$ cat src/rtl/i2c_req_arbiter.sv
// i2c_req_arbiter: round-robin arbiter sharing one I2C master among N_REQ requesters.
// Ports: clk/rst (sync, active-high); req/req_addr/req_op/req_din requester payloads;
// gnt/rsp_valid/rsp_data/rsp_err/rsp_timeout per-requester handshake; m_* master request/status;
// err_count saturating NACK+timeout counter.
module i2c_req_arbiter #(
  parameter int N_REQ = 4,
  parameter int TIMEOUT_CYC = 16384
) (
  input  logic               clk,
  input  logic               rst,
  input  logic [N_REQ-1:0]   req,
  input  logic [7*N_REQ-1:0] req_addr,
  input  logic [N_REQ-1:0]   req_op,
  input  logic [8*N_REQ-1:0] req_din,
  output logic [N_REQ-1:0]   gnt,
  output logic [N_REQ-1:0]   rsp_valid,
  output logic [7:0]         rsp_data,
  output logic               rsp_err,
  output logic               rsp_timeout,
  output logic               m_newd,
  output logic               m_op,
  output logic [6:0]         m_addr,
  output logic [7:0]         m_din,
  input  logic               m_busy,
  input  logic               m_done,
  input  logic               m_ack_err,
  input  logic [7:0]         m_dout,
  output logic [15:0]        err_count
);
  localparam int WW = $clog2(N_REQ);
  localparam int CW = $clog2(TIMEOUT_CYC + 1);
  typedef enum logic [2:0] {IDLE, ISSUE, WAIT_DONE, RESP, DRAIN} state_t;
  state_t state_q, state_d;
  logic [WW-1:0] w_q, w_d, last_w_q, last_w_d, win, j;
  logic [6:0] addr_q, addr_d;
  logic op_q, op_d, err_q, err_d, to_q, to_d;
  logic [7:0] din_q, din_d, data_q, data_d;
  logic [CW-1:0] cnt_q, cnt_d;
  logic [15:0] ecnt_q, ecnt_d;
  // Descending scan so the requester closest after last_w is the final assignment.
  always_comb begin
    win = last_w_q;
    j = '0;
    for (int k = N_REQ - 1; k >= 0; k--) begin
      j = WW'((int'(last_w_q) + 1 + k) % N_REQ);
      if (req[j]) win = j;
    end
  end
  always_comb begin
    state_d = state_q;
    w_d = w_q;
    last_w_d = last_w_q;
    addr_d = addr_q;
    op_d = op_q;
    din_d = din_q;
    cnt_d = cnt_q;
    data_d = data_q;
    err_d = err_q;
    to_d = to_q;
    ecnt_d = ecnt_q;
    case (state_q)
      IDLE: if (|req && !m_busy) begin
        state_d = ISSUE;
        w_d = win;
        addr_d = req_addr[7*win +: 7];
        op_d = req_op[win];
        din_d = req_din[8*win +: 8];
      end
      ISSUE: begin
        state_d = WAIT_DONE;
        cnt_d = '0;
      end
      WAIT_DONE: begin
        cnt_d = cnt_q + 1'b1;
        if (m_done) begin
          state_d = RESP;
          err_d = m_ack_err;
          to_d = 1'b0;
          data_d = op_q ? m_dout : 8'h00;
        end else if (cnt_d == CW'(TIMEOUT_CYC - 1)) begin
          state_d = RESP;
          err_d = 1'b0;
          to_d = 1'b1;
          data_d = 8'h00;
        end
      end
      RESP: begin
        last_w_d = w_q;
        ecnt_d = ((err_q || to_q) && ecnt_q != 16'hFFFF) ? ecnt_q + 16'd1 : ecnt_q;
        state_d = m_busy ? DRAIN : IDLE;
      end
      DRAIN: state_d = m_busy ? DRAIN : IDLE;
      default: state_d = IDLE;
    endcase
  end
  always_ff @(posedge clk) begin
    if (rst) begin
      state_q <= IDLE;
      w_q <= '0;
      last_w_q <= WW'(N_REQ - 1);
      addr_q <= '0;
      op_q <= 1'b0;
      din_q <= '0;
      cnt_q <= '0;
      data_q <= '0;
      err_q <= 1'b0;
      to_q <= 1'b0;
      ecnt_q <= '0;
    end else begin
      state_q <= state_d;
      w_q <= w_d;
      last_w_q <= last_w_d;
      addr_q <= addr_d;
      op_q <= op_d;
      din_q <= din_d;
      cnt_q <= cnt_d;
      data_q <= data_d;
      err_q <= err_d;
      to_q <= to_d;
      ecnt_q <= ecnt_d;
    end
  end
  assign m_newd = state_q == ISSUE;
  assign gnt = m_newd ? N_REQ'(1) << w_q : '0;
  assign rsp_valid = (state_q == RESP) ? N_REQ'(1) << w_q : '0;
  assign m_addr = addr_q;
  assign m_op = op_q;
  assign m_din = din_q;
  assign rsp_data = data_q;
  assign rsp_err = err_q;
  assign rsp_timeout = to_q;
  assign err_count = ecnt_q;
endmodule

$ cat config.mk
export PLATFORM = sky130hd
export DESIGN_NAME = i2c_req_arbiter
export DESIGN_NICKNAME = d
export VERILOG_FILES = /design/src/rtl/i2c_req_arbiter.sv
export SDC_FILE = /design/constraint.sdc
export NUM_CORES = 1
export LEC_CHECK = 0
export BUFFER_PORTS_ARGS = -buffer_cell sky130_fd_sc_hd__buf_2
export CORE_MARGIN = 1.5
export CORE_UTILIZATION = 46
export CTS_CLUSTER_SIZE = 10
export DETAILED_ROUTE_END_ITERATION = 12
export GPL_TIMING_DRIVEN = 0
export PLACE_DENSITY = 0.77
export SYNTH_ARGS = -nofsm -noshare
export SYNTH_HDL_FRONTEND = slang
export SYNTH_SLANG_ARGS = --single-unit
$ cat constraint.sdc
create_clock -name clk -period 1.99 [get_ports clk]
set_input_delay 0.0995 -clock clk [delete_from_list [all_inputs] [get_ports clk]]
set_output_delay 0.0995 -clock clk [all_outputs]
set_load 0.01 [all_outputs]
# Word-level counts from Yosys, hierarchy flattened
# Cells that the tools add are included.
[totals] ff_bits=64 out_inout_bits=51 word_cells=76
[op_classes] add_sub_neg=6 n_mul=1 order_cmp=5 eq_ne=8 n_shift=3 n_mux=29 reduce_logical=13
[op_table] cell="32-bit by 6-bit indexed part select with 8-bit output" count=1
[op_table] cell="15-bit case mux with 2 select lines" count=1
[op_table] cell="28-bit by 6-bit indexed part select with 7-bit output" count=1
[op_table] cell="8-bit 2-to-1 mux" count=3
[op_table] cell="16-bit by 1-bit adder with 16-bit output, second input constant" count=1
[op_table] cell="16-bit inequality test, second input constant" count=1
[op_table] cell="15-bit by 1-bit adder with 15-bit output, second input constant" count=1
[op_table] cell="15-bit by 14-bit == test with 1-bit output, second input constant" count=1
[op_table] cell="2-bit by 3-bit less-than comparator with 1-bit output, second input constant" count=5
[op_table] cell="3-bit 2-to-1 mux" count=4
[op_table] cell="3-bit case mux with 4 select lines" count=1
[op_table] cell="1-bit binary-select mux with 2-bit select" count=5
[op_table] cell="1-bit 2-to-1 mux" count=9
[op_table] cell="2-bit 2-to-1 mux" count=4
[op_table] cell="4-bit 2-to-1 mux" count=2
[op_table] cell="2-bit AND reduction" count=4
[op_table] cell="3-bit by 2-bit == test with 1-bit output, second input constant" count=2
[op_table] cell="3-bit by 2-bit multiplier with 5-bit output, first input constant" count=1
[op_table] cell="2-bit by 1-bit adder with 2-bit output, second input constant" count=2
[op_table] cell="2-bit adder, second input constant" count=2
[op_table] cell="2-bit nonzero test" count=2
[op_table] cell="4-bit OR reduction" count=1
[op_table] cell="1-bit by 2-bit << shifter with 4-bit output, first input constant" count=1
[op_table] cell="3-bit by 1-bit == test with 1-bit output, second input constant" count=1
[op_table] cell="8 further kinds" count=9

# Longest topological paths before layout
[logic_depth] word_depth=10 depth_mapped=8

# Worst setup path after synthesis
# Ideal clock, no wire load.
[synth_timing] path_kind="flip-flop to flip-flop" from="reg ecnt_q[0], in the netlist err_count[0]" to="reg ecnt_q[12], in the netlist err_count[12]" setup_ns=0.059 arrival_ns=1.832 required_time_ns=1.931 path_slack_ns=0.098 path_stages_with_launch=8 synth_period_minus_slack_ns=1.892 cell_sequence="dfxtp_1 ha_1 buf_2 nand2_1 nor3_2 nand4_1 or4_1 nand2_1"
[synth_between] elab_chain_cells=3 word_cells_on_any_way=4 cone_classes="1 x add/sub; 1 x eq/ne; 2 x reduce/logical"
[synth_lines] item="start, declared" line="39" source="logic [15:0] ecnt_q, ecnt_d;"
[synth_lines] item="start signal, assigned" line="120" source="ecnt_q <= ecnt_d;"
[synth_lines] item="parallel branches: the longest is 3 deep, another holds 16-bit by 1-bit adder with 16-bit output"
# Several ways; the timed one is not identified.
# A chain may end at the register's enable or synchronous reset.

# Final worst setup path
[layout_timing] from="reg last_w_q[1]" to="reg din_q[3], in the netlist m_din[3]"
[layout_between] elab_chain_cells=9 word_cells_on_any_way=17 cone_classes="4 x add/sub; 1 x shift; 12 x mux"
[layout_lines] item="start, declared" line="34" source="logic [WW-1:0] w_q, w_d, last_w_q, last_w_d, win, j;"
[layout_lines] item="start signal, assigned" line="100" source="last_w_q <= WW'(N_REQ - 1);"
[layout_lines] item="start signal, assigned" line="112" source="last_w_q <= last_w_d;"
[layout_lines] item="2-bit by 1-bit adder with 2-bit output (2 in series)" line="45" source="j = WW'((int'(last_w_q) + 1 + k) % N_REQ);"
[layout_lines] item="1-bit binary-select mux with 2-bit select" line="46" source="if (req[j]) win = j;"
[layout_lines] item="1-bit 2-to-1 mux (implied by the code)" line="46"
[layout_lines] item="2-bit 2-to-1 mux (3 in series)" line="46"
[layout_lines] item="2-bit 2-to-1 mux (*)" line="46"
[layout_lines] item="32-bit by 6-bit indexed part select with 8-bit output (*)" line="67" source="din_d = req_din[8*win +: 8];"
[layout_lines] item="end signal, assigned" line="115" source="din_q <= din_d;"
[layout_lines] item="end, declared" line="37" source="logic [7:0] din_q, din_d, data_q, data_d;"
# Mark *: on every way between the ends. The rest lies on a longest branch, timed or not. The select of a mux whose other input is x is not followed.

==> results_tabular.tex <==
\begin{tabular}{lr}
\hline
Metric & Value \\
\hline
\multicolumn{2}{l}{\textbf{Setup path}} \\
\quad Data required time of the worst path & between 2000 and 2500 ps \\
\quad Critical Path Fanout Max & 10 \\
\quad Slowest cell delay on critical path & 340 ps \\
\quad Slowest cell on the critical path & sky130\_fd\_sc\_hd\_\_or3\_1 \\
\quad Startpoint type of the worst setup path & register \\
\quad Reg2reg path depth & 8 \\
\quad Critical path endpoint category & register \\
\quad Reg-to-reg setup timing slack & approximately 46 ps \\
\quad Worst-path cell chain & clkbuf\_4 -> nand2b\_4 -> a21oi\_4 -> or3\_1 -> buf\_2 -> buf\_6 -> a211oi\_2 -> o31ai\_1 \\
\quad Data arrival, critical path & 2170 ps \\
\quad RR Endpoint & m\_din[3] \\
\quad Worst flop-to-flop path startpoint & last\_w\_q[1] \\
\quad Type of the worst setup path & reg -> reg \\
\multicolumn{2}{l}{\textbf{Synthesis}} \\
\quad Mean post-synth cell area & 8.20 um2 \\
\quad Area share of the leading cell type in the synthesized netlist & 32.9\% \\
\quad Leading post-synthesis cells by instance count & 64 x sky130\_fd\_sc\_hd\_\_dfxtp\_1, 42 x sky130\_fd\_sc\_hd\_\_nor2\_1, 41 x sky130\_fd\_sc\_hd\_\_a211oi\_1, 39 x sky130\_fd\_sc\_hd\_\_nand2\_1, 32 x sky130\_fd\_sc\_hd\_\_nor4b\_1 \\
\quad Largest family of logic cells by synthesized area & simple AND/OR/NAND/NOR gates \\
\quad Compound-Gate Fraction of Synth Area & 23.0\% \\
\quad Post-Synth Simple-Gate Area & 34.0\% \\
\quad Predominant post-synthesis flop cell & sky130\_fd\_sc\_hd\_\_dfxtp\_1 \\
\quad Biggest area contributors in the synthesized netlist & sky130\_fd\_sc\_hd\_\_dfxtp\_1 33\%, sky130\_fd\_sc\_hd\_\_a211oi\_1 7.9\%, sky130\_fd\_sc\_hd\_\_nor4b\_1 7.2\% \\
\quad Syn Nets & roughly 560 \\
\quad Async set or reset register ratio after synthesis & 0\% \\
\quad Adder-cell area share of the yosys netlist & less than 1\% \\
\quad Most frequent cell after synthesis & sky130\_fd\_sc\_hd\_\_dfxtp\_1 \\
\quad Sequential fraction of the synthesis area & 32.9\% \\
\quad Number of flip-flops and latches in the synthesized netlist & 64 \\
\quad Gate Count Post-Synth & 475 \\
\quad Yosys cell types & 53 \\
\quad Post-Synth XOR/XNOR Area & 3.15\% \\
\quad Netlist area before placement & 0.00389 mm2 \\
\quad Share of cell area taken by muxes after synthesis & 0.514\% \\
\quad Warnings, synthesis & 0 \\
\quad Cell type contributing the most total cell area after synthesis & sky130\_fd\_sc\_hd\_\_dfxtp\_1 \\
\quad Number of enable flip-flop cells after synthesis & 0 \\
\multicolumn{2}{l}{\textbf{Detailed routing}} \\
\quad Drt initial violations & 328 \\
\quad Final routed wirelength across all metal layers & 12700 um \\
\quad Via Count & 4519 \\
\quad First-pass iteration count of the detailed router & 5 \\
\quad Total DRC errors in the routed layout & 0 \\
\quad Antenna Violating Nets Remaining & 0 \\
\quad Via density per instance & 6.10 \\
\quad Average wire length per cell after detail routing & 17.1 um \\
\multicolumn{2}{l}{\textbf{Power}} \\
\quad Post-route total power & 3.07 mW \\
\quad Leak pwr & 2.13 nW \\
\quad VDD IR max & approximately 0.37 mV \\
\quad Power density of the placed cells & 584 mW/mm2 \\
\multicolumn{2}{l}{\textbf{Placement}} \\
\quad Count of input and output buffers & 131 \\
\quad HPWL reported at the end of detailed placement & roughly 9000 um \\
\quad Routability-driven placement congestion ratio & roughly 0.96 \\
\multicolumn{2}{l}{\textbf{Clocking}} \\
\quad Clock-pin slew reported for the worst setup and hold paths after clock tree synthesis & 70 ps \\
\quad Insertion delay to the later sink of the worst-skew pair & 350 ps \\
\quad H-tree Lvls & 3 \\
\quad Clock tree from TritonCTS & done \\
\quad Inserted Clock Buffers & 9 \\
\quad Number of sinks driven by the clock tree & between 60 and 70 \\
\quad Clk Tree Root Cell & sky130\_fd\_sc\_hd\_\_clkbuf\_8 \\
\quad Max Buffers Root-to-Sink & 2 \\
\multicolumn{2}{l}{\textbf{Floorplanning}} \\
\quad Total number of placement rows & 33 \\
\quad Total Die Area & 0.00903 mm2 \\
\quad Core ar. & approximately 0.0082 mm2 \\
\quad Die height & 95.0 um \\
\quad Effective utilization at floorplan & a little under half \\
\quad I/O pin count & between 100 and 150 \\
\quad Die W & 95.0 um \\
\multicolumn{2}{l}{\textbf{Timing}} \\
\quad Final Slew Violations & 0 \\
\quad Final critical-path required period & 1940 ps \\
\quad Portion of the clock cycle consumed by the worst path in the final layout & a little over nine tenths \\
\quad RSZ-0062 raised after global routing & true \\
\quad Tightest Pin Transition & 601 ps \\
\quad Max-slew headroom at the worst pin & $\sim$60\% \\
\quad Final hold viol count & 0 \\
\quad Achievable Freq & 514 MHz \\
\quad Accumulated negative setup slack & 0 ps \\
\quad Final clock skew & 7.24 ps \\
\quad Total of endpoints with negative setup slack in the final report & 0 \\
\multicolumn{2}{l}{\textbf{Status}} \\
\quad Result of the run & complete, no violations \\
\multicolumn{2}{l}{\textbf{GRT}} \\
\quad Number of antenna violations at the first check in global routing & 0 \\
\quad Total congestion overflow after global routing & 0 \\
\quad Overall Global Routing Usage & 27.1\% \\
\quad Largest net degree at the start of global routing & 11 \\
\quad First-pass GRT wire length & around 19000 um \\
\quad Vias in the first global route & 4149 \\
\multicolumn{2}{l}{\textbf{Final layout}} \\
\quad Layout filler cell count & 706 \\
\quad Layout cell share with drive strength beyond 1 & $\sim$35\% \\
\quad Number of nets in the layout & 715 \\
\quad Synth-to-Final Area Change & 35.1\% \\
\quad Final antenna diode count & 0 \\
\multicolumn{2}{l}{\textbf{Hold path}} \\
\quad Worst hold start & req\_din[30] \\
\quad Hold Path Class & in -> reg \\
\quad Hold Path End & m\_din[6] \\
\quad Hold Crit Depth & 3 \\
\multicolumn{2}{l}{\textbf{Job}} \\
\quad \# Max-Cap Violations & 0 \\
\hline
\end{tabular}
## cell type report
class / instances / area, um2 / share of cell area [%]
Timing Repair Buffer: 147 / 798 / 15.2
Buffer: 41 / 215 / 4.09
Clock buffer: 12 / 135 / 2.57
Sequential cell: 64 / 1290 / 24.6
Multi-Input combinational cell: 360 / 2610 / 49.6
Clock inverter: 4 / 45.0 / 0.857
Tap cell: 105 / 131 / 2.50
Inverter: 8 / 30.0 / 0.571
## metal layers
layer / up-vias / global-route usage [%] / wire, um
li1: 2132 / - / -
met1: 2146 / 35.5 / 5430
met2: 207 / 42.8 / 5990
met3: 34 / 6.04 / 944
met4: 0 / 11.4 / 336
met5: - / 0 / 0
## power breakdown
part / switching [mW] / total, mW / internal, mW
sequential: 0.0411 / 1.37 / 1.33
combinational: 0.355 / 0.614 / 0.259
clock: 0.512 / 1.09 / 0.574
total: 0.908 / 3.07 / 2.16
## logic make-up (layout without fill, tap and decap cells)
kind of cell / after synthesis / count (layout)
flops: 64 / 64
simple gates: 217 / 217
compound gates: 124 / 124
fa+ha+maj: 3 / 3
xor+xnor: 14 / 14
buf+inv: 51 / 212
mux: 2 / 2
## placed cells by master (no fill, tap or decap), types with 3 or more instances in the layout
cell and n:
sky130_fd_sc_hd__a211oi_2 13, sky130_fd_sc_hd__o31ai_1 17, sky130_fd_sc_hd__and4_1 3, sky130_fd_sc_hd__a31oi_1 11, sky130_fd_sc_hd__nor2_1 41, sky130_fd_sc_hd__xnor2_1 8
sky130_fd_sc_hd__a211oi_4 3, sky130_fd_sc_hd__or4_1 4, sky130_fd_sc_hd__a41oi_1 3, sky130_fd_sc_hd__dlygate4sd3_1 9, sky130_fd_sc_hd__nand4_1 6, sky130_fd_sc_hd__dfxtp_2 10
sky130_fd_sc_hd__nor3b_1 17, sky130_fd_sc_hd__clkinv_2 3, sky130_fd_sc_hd__clkbuf_4 5, sky130_fd_sc_hd__clkbuf_2 7, sky130_fd_sc_hd__and3_1 4, sky130_fd_sc_hd__clkbuf_8 9
sky130_fd_sc_hd__clkbuf_1 20, sky130_fd_sc_hd__o31a_1 3, sky130_fd_sc_hd__or3_1 3, sky130_fd_sc_hd__buf_2 137, sky130_fd_sc_hd__nor4b_1 30, sky130_fd_sc_hd__xor2_1 6
sky130_fd_sc_hd__inv_1 8, sky130_fd_sc_hd__nand3b_1 17, sky130_fd_sc_hd__o21ai_0 9, sky130_fd_sc_hd__nor3_1 8, sky130_fd_sc_hd__buf_4 10, sky130_fd_sc_hd__a211oi_1 26
sky130_fd_sc_hd__dfxtp_1 54, sky130_fd_sc_hd__nand2_1 37, sky130_fd_sc_hd__nand3_1 18, sky130_fd_sc_hd__a311oi_1 7, sky130_fd_sc_hd__a21oi_1 19
## metrics by stage
stage               utilization (%)  instances  worst slack, ps  hold slack, ps  cell area (um2)
finish                         64.0        741             45.8            86.9             5260
global placement               57.0        711             -187             311             4680
global route                   64.0        741            -37.2             115             5260
detailed placement             57.0        711             -204             315             4680
floorplan                         -        475             98.3             222             3890
CTS                            61.1        737             8.51            85.6             5020
## what timing repair did
action / CTS / global route
resized for setup: 16 / 66
buffers inserted: 1 / 6
endpoints found under the setup margin: 27 / 46
pin swaps: 1 / 4
hold buffers: 9 / 0
endpoints found under the hold margin: 9 / 0
## registers in the layout (all words and copies together), names as in the netlist
signal,cells
m_op,1
rsp_data,8
err_count,16
rsp_timeout,1
m_din,8
rsp_err,1
last_w_q,2
state_q,3
cnt_q,15
m_addr,7
w_q,2
## worst max-delay path: cells and delay by family (launching register included)
family	cells	cell delay, ps
buf+inv	3	530
simple gates	2	490
compound gates	3	480
flops	1	310
## worst max path at each step
stage | from | endpoint | slack, ps | cells past startpoint
finish | last_w_q[1] | m_din[3] | 50 | 8
CTS | last_w_q[1] | m_addr[3] | 9 | 8
global route | last_w_q[1] | m_din[7] | -40 | 8
global placement | cnt_q[0] | state_q[0] | -190 | 7
floorplan | err_count[0] | err_count[12] | 100 | 7
detailed placement | cnt_q[0] | state_q[0] | -200 | 7
Power figures use the tool's default switching activity.
